[config.mk]
export PLATFORM = sky130hd
export DESIGN_NAME = fadd_pipe
export DESIGN_NICKNAME = d
export VERILOG_FILES = /design/src/rtl/fp_pkg.sv /design/src/rtl/fp_norm_round.sv /design/src/rtl/fadd_pipe.sv
export SDC_FILE = /design/constraint.sdc
export NUM_CORES = 1
export LEC_CHECK = 0
export CELL_PAD_IN_SITES_DETAIL_PLACEMENT = 1
export CELL_PAD_IN_SITES_GLOBAL_PLACEMENT = 1
export CORE_UTILIZATION = 46
export CTS_CLUSTER_DIAMETER = 120
export DETAILED_ROUTE_END_ITERATION = 12
export PLACE_DENSITY = 0.84
export SLEW_MARGIN = 10
export SYNTH_ARGS = -nofsm -noshare
export SYNTH_HDL_FRONTEND = slang
export SYNTH_HIERARCHICAL = 1
export SYNTH_SLANG_ARGS = --single-unit
[constraint.sdc]
create_clock -name clk -period 7.6 [get_ports clk]
set_clock_uncertainty 0.05 [all_clocks]
set_input_delay 1.14 -clock clk [delete_from_list [all_inputs] [get_ports clk]]
set_output_delay 1.14 -clock clk [all_outputs]
set_load 0.02 [all_outputs]
[src/rtl/fp_pkg.sv]
// Shared constants and field helpers for the parametrised floating-point datapath.
// Field positions and special patterns are functions because they depend on the instance widths.
package fp_pkg;

  localparam int FLAG_INVALID  = 2;
  localparam int FLAG_OVERFLOW = 1;
  localparam int FLAG_INEXACT  = 0;
  localparam int FLAGS_W       = 3;

  // Wide enough for binary64 and beyond; callers cast down to their own word width.
  localparam int PAT_W = 128;

  function automatic int sign_pos(input int exp_w, input int man_w);
    return exp_w + man_w;
  endfunction

  function automatic int exp_pos(input int man_w);
    return man_w;
  endfunction

  function automatic logic [PAT_W-1:0] inf_pat(input int exp_w, input int man_w);
    logic [PAT_W-1:0] p;
    p = '0;
    for (int i = 0; i < exp_w; i++) p[man_w+i] = 1'b1;
    return p;
  endfunction

  function automatic logic [PAT_W-1:0] qnan_pat(input int exp_w, input int man_w);
    logic [PAT_W-1:0] p;
    p = inf_pat(exp_w, man_w);
    p[man_w-1] = 1'b1;
    return p;
  endfunction

endpackage

[src/rtl/fp_norm_round.sv]
// Normalise, round-to-nearest-even and range-check a raw significand sum.
// Input sum layout: {carry, hidden, fraction, guard, round, sticky}.
module fp_norm_round
  import fp_pkg::*;
#(
  parameter int EXP_W = 8,
  parameter int MAN_W = 23
) (
  input  logic                 i_sign,
  input  logic [EXP_W-1:0]     i_exp,
  input  logic [MAN_W+4:0]     i_sum,
  output logic [EXP_W+MAN_W:0] o_res,
  output logic                 o_overflow,
  output logic                 o_inexact
);

  localparam int EW   = EXP_W + 2;
  localparam int LZ_W = $clog2(MAN_W + 5) + 1;
  localparam logic signed [EW-1:0] EXP_ONE = EW'(1);
  localparam logic signed [EW-1:0] EXP_MAX = EW'(2**EXP_W - 1);

  logic [LZ_W-1:0]         w_lzc;
  logic [MAN_W+3:0]        w_norm;
  logic signed [EW-1:0]    w_exp_n;
  logic signed [EW-1:0]    w_exp_r;
  logic                    w_round_up;
  logic [MAN_W+1:0]        w_mant_r;
  logic [MAN_W-1:0]        w_frac;

  always_comb begin
    w_lzc = '0;
    for (int i = 0; i <= MAN_W + 3; i++) begin
      if (i_sum[i]) w_lzc = LZ_W'(MAN_W + 3 - i);
    end

    if (i_sum[MAN_W+4]) begin
      w_norm  = {i_sum[MAN_W+4:2], i_sum[1] | i_sum[0]};
      w_exp_n = $signed({2'b00, i_exp}) + EXP_ONE;
    end else begin
      w_norm  = i_sum[MAN_W+3:0] << w_lzc;
      w_exp_n = $signed({2'b00, i_exp}) - $signed({{(EW-LZ_W){1'b0}}, w_lzc});
    end

    w_round_up = w_norm[2] & (w_norm[1] | w_norm[0] | w_norm[3]);
    w_mant_r   = {1'b0, w_norm[MAN_W+3:3]} + {{(MAN_W+1){1'b0}}, w_round_up};
    // A rounding carry leaves 10...0, so the shifted fraction is zero.
    w_frac     = w_mant_r[MAN_W+1] ? w_mant_r[MAN_W:1] : w_mant_r[MAN_W-1:0];
    w_exp_r    = w_mant_r[MAN_W+1] ? (w_exp_n + EXP_ONE) : w_exp_n;

    o_overflow = 1'b0;
    o_inexact  = |w_norm[2:0];
    if (i_sum == '0) begin
      o_res     = {i_sign, {(EXP_W+MAN_W){1'b0}}};
      o_inexact = 1'b0;
    end else if (w_exp_r >= EXP_MAX) begin
      o_res      = {i_sign, {EXP_W{1'b1}}, {MAN_W{1'b0}}};
      o_overflow = 1'b1;
    end else if (w_exp_r < EXP_ONE) begin
      o_res     = {i_sign, {(EXP_W+MAN_W){1'b0}}};
      o_inexact = 1'b1;
    end else begin
      o_res = {i_sign, w_exp_r[EXP_W-1:0], w_frac};
    end
  end

endmodule

[src/rtl/fadd_pipe.sv]
// Three-stage IEEE-754 add/subtract: align, add, normalise/round.
// Whole pipeline freezes while the output holds an unaccepted result.
module fadd_pipe
  import fp_pkg::*;
#(
  parameter int EXP_W = 8,
  parameter int MAN_W = 23,
  parameter int TAG_W = 4
) (
  input  logic                 clk,
  input  logic                 rst,
  input  logic                 in_valid,
  output logic                 in_ready,
  input  logic [EXP_W+MAN_W:0] a,
  input  logic [EXP_W+MAN_W:0] b,
  input  logic                 mode,
  input  logic [TAG_W-1:0]     in_tag,
  output logic                 out_valid,
  input  logic                 out_ready,
  output logic [EXP_W+MAN_W:0] res,
  output logic [TAG_W-1:0]     out_tag,
  output logic [2:0]           flags
);

  localparam int W  = EXP_W + MAN_W + 1;
  localparam int XW = MAN_W + 4;
  localparam int SP = sign_pos(EXP_W, MAN_W);
  localparam int EP = exp_pos(MAN_W);
  localparam logic [W-1:0]     QNAN = W'(qnan_pat(EXP_W, MAN_W));
  localparam logic [W-1:0]     INF  = W'(inf_pat(EXP_W, MAN_W));
  localparam logic [EXP_W:0]   XW_E = (EXP_W+1)'(XW);

  logic                 r1_valid, r2_valid, r3_valid;
  logic [TAG_W-1:0]     r1_tag, r2_tag, r3_tag;
  logic                 r1_special, r2_special, r1_spec_inv, r2_spec_inv;
  logic [W-1:0]         r1_spec_res, r2_spec_res, r3_res;
  logic                 r1_sign, r2_sign, r1_sub;
  logic [EXP_W-1:0]     r1_exp, r2_exp;
  logic [XW-1:0]        r1_ml, r1_ms;
  logic [XW:0]          r2_sum;
  logic [2:0]           r3_flags;

  logic                 w_stall;
  logic                 w_sa, w_sb, w_sl, w_swap;
  logic [EXP_W-1:0]     w_ea, w_eb, w_el, w_es;
  logic [MAN_W-1:0]     w_fa, w_fb;
  logic                 w_a_zero, w_b_zero, w_a_inf, w_b_inf, w_a_nan, w_b_nan;
  logic [W-2:0]         w_mag_a, w_mag_b;
  logic [MAN_W:0]       w_sig_a, w_sig_b, w_ml, w_ms;
  logic [EXP_W:0]       w_diff, w_sh;
  logic [2*XW-1:0]      w_wide;
  logic [XW-1:0]        w_ms_al;
  logic                 w_special, w_spec_inv;
  logic [W-1:0]         w_spec_res;
  logic [XW:0]          w_sum;
  logic [W-1:0]         w_nr_res, w_res;
  logic                 w_nr_ovf, w_nr_inx;
  logic [2:0]           w_flags;

  assign w_stall   = r3_valid && !out_ready;
  assign in_ready  = !w_stall;
  assign out_valid = r3_valid;
  assign res       = r3_res;
  assign out_tag   = r3_tag;
  assign flags     = r3_flags;

  // S1: decode, flush subnormals, order by magnitude, align the smaller operand.
  assign w_sa     = a[SP];
  assign w_sb     = b[SP] ^ mode;
  assign w_ea     = a[SP-1:EP];
  assign w_eb     = b[SP-1:EP];
  assign w_fa     = a[EP-1:0];
  assign w_fb     = b[EP-1:0];
  assign w_a_zero = (w_ea == '0);
  assign w_b_zero = (w_eb == '0);
  assign w_a_inf  = (&w_ea) && (w_fa == '0);
  assign w_b_inf  = (&w_eb) && (w_fb == '0);
  assign w_a_nan  = (&w_ea) && (|w_fa);
  assign w_b_nan  = (&w_eb) && (|w_fb);
  assign w_mag_a  = w_a_zero ? '0 : a[W-2:0];
  assign w_mag_b  = w_b_zero ? '0 : b[W-2:0];
  assign w_sig_a  = w_a_zero ? '0 : {1'b1, w_fa};
  assign w_sig_b  = w_b_zero ? '0 : {1'b1, w_fb};
  assign w_swap   = w_mag_b > w_mag_a;
  assign w_sl     = w_swap ? w_sb : w_sa;
  assign w_el     = w_swap ? w_eb : w_ea;
  assign w_es     = w_swap ? w_ea : w_eb;
  assign w_ml     = w_swap ? w_sig_b : w_sig_a;
  assign w_ms     = w_swap ? w_sig_a : w_sig_b;
  assign w_diff   = {1'b0, w_el} - {1'b0, w_es};
  assign w_sh     = (w_diff > XW_E) ? XW_E : w_diff;
  // Lower half of the wide shift collects everything pushed past the sticky bit.
  assign w_wide   = {w_ms, 3'b000, {XW{1'b0}}} >> w_sh;
  assign w_ms_al  = {w_wide[2*XW-1:XW+1], w_wide[XW] | (|w_wide[XW-1:0])};

  always_comb begin
    w_special  = 1'b0;
    w_spec_inv = 1'b0;
    w_spec_res = '0;
    if (w_a_nan || w_b_nan) begin
      w_special  = 1'b1;
      w_spec_res = QNAN;
    end else if (w_a_inf && w_b_inf) begin
      w_special  = 1'b1;
      w_spec_inv = (w_sa != w_sb);
      w_spec_res = (w_sa != w_sb) ? QNAN : {w_sa, INF[W-2:0]};
    end else if (w_a_inf || w_b_inf) begin
      w_special  = 1'b1;
      w_spec_res = w_a_inf ? {w_sa, INF[W-2:0]} : {w_sb, INF[W-2:0]};
    end else if (w_a_zero && w_b_zero) begin
      w_special  = 1'b1;
      w_spec_res = {w_sa & w_sb, {(W-1){1'b0}}};
    end
  end

  // S2: effective add/subtract; |larger| >= |smaller| keeps the difference non-negative.
  assign w_sum = r1_sub ? ({1'b0, r1_ml} - {1'b0, r1_ms}) : ({1'b0, r1_ml} + {1'b0, r1_ms});

  // S3
  fp_norm_round #(
    .EXP_W(EXP_W),
    .MAN_W(MAN_W)
  ) u_norm_round (
    .i_sign    (r2_sign),
    .i_exp     (r2_exp),
    .i_sum     (r2_sum),
    .o_res     (w_nr_res),
    .o_overflow(w_nr_ovf),
    .o_inexact (w_nr_inx)
  );

  always_comb begin
    w_flags = '0;
    w_res   = r2_special ? r2_spec_res : w_nr_res;
    if (r2_special) begin
      w_flags[FLAG_INVALID] = r2_spec_inv;
    end else begin
      w_flags[FLAG_OVERFLOW] = w_nr_ovf;
      w_flags[FLAG_INEXACT]  = w_nr_inx;
    end
  end

  always_ff @(posedge clk or posedge rst) begin
    if (rst) begin
      r1_valid <= 1'b0;
      r2_valid <= 1'b0;
      r3_valid <= 1'b0;
      r3_res   <= '0;
      r3_tag   <= '0;
      r3_flags <= '0;
    end else if (!w_stall) begin
      r1_valid <= in_valid;
      r2_valid <= r1_valid;
      r3_valid <= r2_valid;
      r3_res   <= w_res;
      r3_tag   <= r2_tag;
      r3_flags <= w_flags;
    end
  end

  always_ff @(posedge clk) begin
    if (!w_stall) begin
      r1_tag      <= in_tag;
      r1_special  <= w_special;
      r1_spec_inv <= w_spec_inv;
      r1_spec_res <= w_spec_res;
      r1_sign     <= w_sl;
      r1_exp      <= w_el;
      r1_sub      <= w_sa ^ w_sb;
      r1_ml       <= {w_ml, 3'b000};
      r1_ms       <= w_ms_al;
      r2_tag      <= r1_tag;
      r2_special  <= r1_special;
      r2_spec_inv <= r1_spec_inv;
      r2_spec_res <= r1_spec_res;
      r2_sign     <= (w_sum == '0) ? 1'b0 : r1_sign;
      r2_exp      <= r1_exp;
      r2_sum      <= w_sum;
    end
  end

endmodule

==> results of run 1 <==
==> sequential cells by signal (all words and copies together) (netlist names), 3 cells and up <==
signal,cells
r1_tag,4
out_tag,4
r2_tag,4
res,32
r1_exp,8
r1_ml,24
r1_ms,27
flags,3
r2_exp,8
r2_sum,28
r1_spec_res,3
r2_spec_res,3
==> per-layer routing <==
| layer | vias to the layer above | wire [µm] | share of wire (%) |
|---|---|---|---|
| met2 | 1070 | 38100 | 49 |
| met3 | 423 | 4830 | 6.2 |
| met4 | 2 | 7600 | 9.7 |
| met1 | 9372 | 27800 | 35 |
| li1 | 8190 | - | - |
| met5 | - | 11 | 0.014 |
==> layout make-up <==
| cell class | instances | area share [%] |
|---|---|---|
| Antenna cell | 1 | 0.0122 |
| Clock buffer | 17 | 2.08 |
| Clock inverter | 15 | 0.947 |
| Inverter | 101 | 1.91 |
| Multi-Input combinational cell | 1682 | 54.3 |
| Sequential cell | 158 | 22.1 |
| Tap cell | 455 | 2.78 |
| Timing Repair Buffer | 375 | 15.8 |
==> how the worst min path moves through the flow <==
stage	startpoint	to
after CTS	r1_exp[1]$_DFFE_PN_	r2_exp[1]$_DFFE_PN_
final	r1_exp[1]$_DFFE_PN_	r2_exp[1]$_DFFE_PN_
after detailed placement	r1_tag[2]$_DFFE_PN_	r2_tag[2]$_DFFE_PN_
after floorplan	r1_exp[0]$_DFFE_PN_	r2_exp[0]$_DFFE_PN_
after global routing	r1_exp[3]$_DFFE_PN_	r2_exp[3]$_DFFE_PN_
after global placement	r1_tag[0]$_DFFE_PN_	r2_tag[0]$_DFFE_PN_
==> cells in the mapped netlist (all sizes together), types with 15 or more instances <==
library cell,number
o22ai,23
inv,100
or4,19
ha,86
o211ai,29
nand4,29
a31oi,24
nand3,91
nand2,296
buf,63
xnor2,50
nor2,175
and2,28
dfrtp,42
a21oi,148
xor2,23
a211oi,43
nor2b,20
edfxtp,116
clkbuf,76
mux2i,37
nor4,39
a21o,18
nor3,57
nand2b,19
o21ai,154
or2,15
==> cell families after synthesis <==
logic type | after synthesis | synth area share [%]
AO/OA/AOI/OAI | 607 | 25.0
buffers and inverters | 240 | 6.78
adder cells (fa/ha/maj) | 93 | 7.15
XOR/XNOR | 73 | 3.97
multiplexers | 51 | 3.24
flip-flops | 158 | 27.8
AND/OR/NAND/NOR | 856 | 26.1
==> timing repair <==
action                                  4_1_cts  5_1_grt
resized for setup                            23       64
endpoints found under the setup margin        4       22
pin swaps                                    15       48
gates cloned                                  2        3
setup buffers                                 5       12
==> stage by stage <==
stage	setup slack, ps	utilization, %	instance area, µm²	TNS [ps]	hold WS [ps]
detailed placement	-688	55.6	19300	-7730	359
CTS	10.1	57.8	20100	0	377
finish	40.2	59.0	20500	0	375
global placement	-392	55.6	19300	-2480	351
global route	-109	59.0	20500	-109	378
floorplan	-29.4	-	16500	-29.4	350
==> power groups by stage <==
| stage | clock network, mW | registers [mW] | logic, mW |
|---|---|---|---|
| after floorplan | 0 | 1.59 | 3.16 |
| after global placement | 0 | 1.69 | 4.67 |
| after detailed placement | 0 | 1.72 | 4.82 |
| after CTS | 0.905 | 1.71 | 4.98 |
| after global routing | 0.932 | 1.75 | 5.43 |
| final | 0.908 | 1.73 | 5.20 |
==> worst max-delay path, delay by kind of cell <==
kind	cells	cell delay, ps
AND/OR/NAND/NOR	16	3570
AO/OA/AOI/OAI	9	1730
adder cells (fa/ha/maj)	2	350
buffers and inverters	4	560
multiplexers	2	340
==> results.md, run 1 <==
* Status: complete, no violations
* TritonCTS Buffers at 17
* Slew headroom at 37.2%
* Layout cell share with drive strength beyond 1 at 19.2%
* GP Congestion at between 1 and 1.5
* CP max stage cell: or4b_4
* Clk sinks at 158
* Post-synthesis register bit count at roughly 160
* DRT iter0 DRCs at ~1600
* Fmax at between 100 and 150 MHz
* Starting Density at between 40 and 50%
* Area of the multi-input gates at 0.0111 mm²
* Fill count at about 4200
* Clk buf depth at 2
* Clock root cell: clkbuf_16
* Grt met1 use at between 40 and 50%
* Synth area leaders: edfxtp_1 (21%), nand2_1 (6.8%), ha_1 (6.6%)
* Most common cell after layout, fill and taps aside: nand2_1
* Number of distinct library cells after synthesis at 114
* Die X at between 150 and 200 µm
* Setup crit end: r1_ms[0]$_DFFE_PN_
* R2R setup slack at 720 ps
* Crit path DAT at 7720 ps
* Number of cells on the worst reg-to-reg path at 20
* Setup violators final at 0
* Reg area at about 0.0045 mm²
* Post-synthesis async set-or-reset flop share at approximately a quarter
* Grt met2 use at 73.0%
* Main flop type after synthesis: edfxtp_1
* Post-synthesis sequential area ratio at 27.8%
* Yosys top cell area share at between 20% and 30%
* Clock network power share at 11.6%
* Total core area at 0.0347 mm²
* CP Max Fanout at 12
* Syn_nets at approximately 2200
* CP Launch Point: a[27]
* CP endpoint kind: register
* Average cell area after synthesis at 7.85 µm²
* CTS tree: done
* Initial antenna violation count at 2
* Via count at between 15000 and 20000
* Hold WC Path Type: reg -> reg
* Largest net degree at the start of global routing at 89
* Final HPWL from detailed placement at 57.3 mm
* Area grow syn2layout at 25.6%
* # rows at about 70
* Most frequent cells in the layout: nand2_1 (286), buf_4 (245), nor2_1 (166)
* Synth Cell Area at roughly 0.016 mm²
* DR vias/cell at 6.80
* M3 GR Usage at 6.07%
* Number of port buffers at 113
* Inst Count DP at 2749
* Worst VDD drop at 0.000210 V
* CTS Hold Bufs at 0
* Nets at 2496
* Hold Vio Cnt, Final at 0
* Post-synth EDFFs at 116
* Clock-pin slew on the worst setup and hold paths at roughly 80 ps
* Boundary Pins at 114
* Non-Filler Instances at roughly 2800
* Final Total Pwr at around 8 mW
* Type of origin of the critical path: input port
* Max-Cap Viols at 0
* GRT Util Overall at 41.9%
* Hold-critical path depth at 0
* Combinational Power Share at 66.3%
* # DRC at 0
* Crit Path Class: in -> reg
* Per-cell routed wire length at 27.9 µm
* CP Data Required Time at about 7800 ps
* First-pass DRT Iterations at 7
* Worst-Margin Slew at between 900 and 1000 ps
* Final Slew Violations at 0
* Drt total wl at 78.3 mm
* Grt total ovfl at 0
* Final Critical Period at 7560 ps
* Worst reg2reg endpoint: res[3]$_DFFE_PP0N_
* Die ar. at around 0.036 mm²
* Vert. Die Dim at between 150 and 200 µm
* Sequential Power Share at 22.1%
* Vias in the first global route at 19432
* Mapped Cells at 2078
* Yosys warns at 6
* Leak at 8.37 nW
* Crit share post-route at 99.5%
* Power Dens Cells at 383 mW/mm²
* Worst stage delay on the critical path at slightly below 600 ps
* P_sw at 4.23 mW
* Reg2reg start: r2_sum[7]$_DFFE_PN_
* H-tree depth at 4
* GRT busiest layer: met2
* Switching part of the total at 54.0%
* Wire length of the first global-routing pass at 115 mm
* Internal Power at 3.61 mW
* Post-synth top area cell: edfxtp_1
* Routed Antenna Nets at 0
* Clock Latency Late Sink at around 470 ps
Power figures use the tool's default switching activity.
==> run 2, diff against run 1 <==
Settings changed: TNS_END_PERCENT from default to 5.
==> run 2 against run 1 <==
Against the previous run:
- cell area down 0.76%
- hold slack barely moved
- non-clock buffer count fell by 7
- cell count down 0.29%
- total power decreased by 0.67%
- clock power decreased by 0.7%
- combinational power down 1%
- register-to-register slack hardly changed
- sequential power barely moved
- critical path depth up 2
- die area unchanged
- critical endpoint unchanged
==> results.md, run 2 (same netlist as run 1, synthesis figures left out) <==
* Design area at 0.0203 mm²
* Clock Latency Late Sink at 460 ps
* Hold Vio Cnt, Final at 0
* Worst stage delay on the critical path at 590 ps
* Final Slew Violations at 0
* Crit path DAT at 7620 ps
* Worst VDD drop at around 0.00021 V
* Fin util at 58.6%
* Via count at 18821
* Per-cell routed wire length at 27.6 µm
* Slew headroom at 36.8%
* DR vias/cell at just under 7
* Type of origin of the critical path: input port
* Clk sinks at around 160
* Clock network power share at a little under an eighth
* Final HPWL from detailed placement at 57.3 mm
* Nets at 2489
* Most frequent cells in the layout: nand2_1 (287), buf_4 (246), nor2_1 (166)
* Number of port buffers at 113
* Hold slack at ~370 ps
* Hold WC Path Type: reg -> reg
* TritonCTS Buffers at 17
* GRT Util Overall at between 40% and 50%
* Starting Density at 47.0%
* Clock-pin slew on the worst setup and hold paths at 80 ps
* Reg area at 0.00453 mm²
* Setup violators final at 0
* CTS tree: done
* Clk buf depth at 2
* Setup TNS at 0 ps
* R2R setup slack at 710 ps
* CP endpoint kind: register
* Final Critical Period at between 7000 and 8000 ps
* Grt total ovfl at 0
* CP Data Required Time at approximately 7800 ps
* Internal Power at 3.59 mW
* DRT iter0 DRCs at 1529
* Initial antenna violation count at 0
* GP Congestion at 1.07
* Layout cell share with drive strength beyond 1 at 18.7%
* Crit Path Class: in -> reg
* CTS Hold Bufs at 0
* Fill count at ~4200
* Boundary Pins at 114
* Drt total wl at 77.0 mm
* P_sw at 4.19 mW
* Clock root cell: clkbuf_16
* Worst-Margin Slew at 946 ps
* Crit share post-route at 98.3%
* Combinational Power Share at 66.1%
* Die X at roughly 190 µm
* Antenna diodes at 0
* CP max stage cell: or4_4
* Largest net degree at the start of global routing at 89
* Sequential Power Share at 22.3%
* CP Max Fanout at 9
* Most common cell after layout, fill and taps aside: nand2_1
* Total core area at 0.0347 mm²
* Non-Filler Instances at ~2800
* # DRC at 0
* Switching part of the total at between 50 and 60%
* Die ar. at around 0.036 mm²
* Area grow syn2layout at 24.6%
* H-tree depth at 4
* Power Dens Cells at roughly 380 mW/mm²
* Max-Cap Viols at 0
* Routed Antenna Nets at 0
* First-pass DRT Iterations at 5
* Largest register FFs at 32
* Fmax at ~130 MHz
* Wire length of the first global-routing pass at ~110 mm
* Area of the multi-input gates at 0.0111 mm²
* Inst Count DP at 2749
* Vias in the first global route at 19333
* Status: complete, no violations
* Leak at 8.30 nW
* # rows at 68
* DP Area at between 0.015 and 0.02 mm²
* Vert. Die Dim at 190 µm
## run 2: worst paths after layout
| kind | from | end | cells past startpoint |
|---|---|---|---|
| setup / recovery | a[26] | r1_ms[0]$_DFFE_PN_ | 35 |
| hold reg to reg | r1_exp[1]$_DFFE_PN_ | r2_exp[1]$_DFFE_PN_ | 0 |
| min in group asynchronous | rst | res[5]$_DFFE_PP0N_ | 3 |
| hold / removal | r1_exp[1]$_DFFE_PN_ | r2_exp[1]$_DFFE_PN_ | 0 |
| max in group asynchronous | rst | res[27]$_DFFE_PP0N_ | 3 |
| setup reg to reg | r2_sum[15]$_DFFE_PN_ | res[3]$_DFFE_PP0N_ | 15 |
## run 2: metal layers
metal | vias to the layer above | part of all wire [%] | track usage [%]
met1 | 9216 | 36 | 44.4
met3 | 401 | 6.1 | 5.65
met5 | - | 0 | 0
met2 | 1029 | 49 | 72.5
li1 | 8175 | - | -
met4 | 0 | 9.6 | 34.6
## run 2: worst max-delay path, delay by kind of cell
family	cells	cell delay (ps)
AOI/OAI and AO/OA	14	2660
adders and majority gates	2	390
buffers and inverters	4	530
and+or+nand+nor	15	2870
## run 2: layout make-up
cell class                 count  area share (%)
inverter                     101            1.95
tap                          455            2.80
clock inverter                15           0.954
clock buffer                  17            2.09
sequential                   158            22.3
timing repair buffer         368            15.5
multi-input combinational   1682            54.4
## run 2: per-stage QoR
stage               power [mW]  worst slack, ps
floorplan                 4.75            -29.4
global placement          6.35             -392
detailed placement        6.54             -688
CTS                       7.57            -63.4
global route              8.08            -32.0
finish                    7.79              126
## run 2: what timing repair did
action                     4_1_cts  5_1_grt
cloned                           0        3
setup buffers                    0       12
setup endpoints to repair        4       23
resized for setup                3       71
pin swaps                        0       39
## run 2: power by group through the flow
stage	clock (mW)	sequential [mW]	combinational, mW
after floorplan	0	1.59	3.16
final	0.902	1.74	5.15
after detailed placement	0	1.72	4.82
after global routing	0.931	1.75	5.39
after CTS	0.905	1.71	4.95
after global placement	0	1.69	4.67
==> run 3, diff against run 2 <==
Settings changed: ABC_CLOCK_PERIOD_IN_PS from default to 7600.
==> results of run 3 <==
No change in the layout: final DEF, timing and power equal those of run 2.
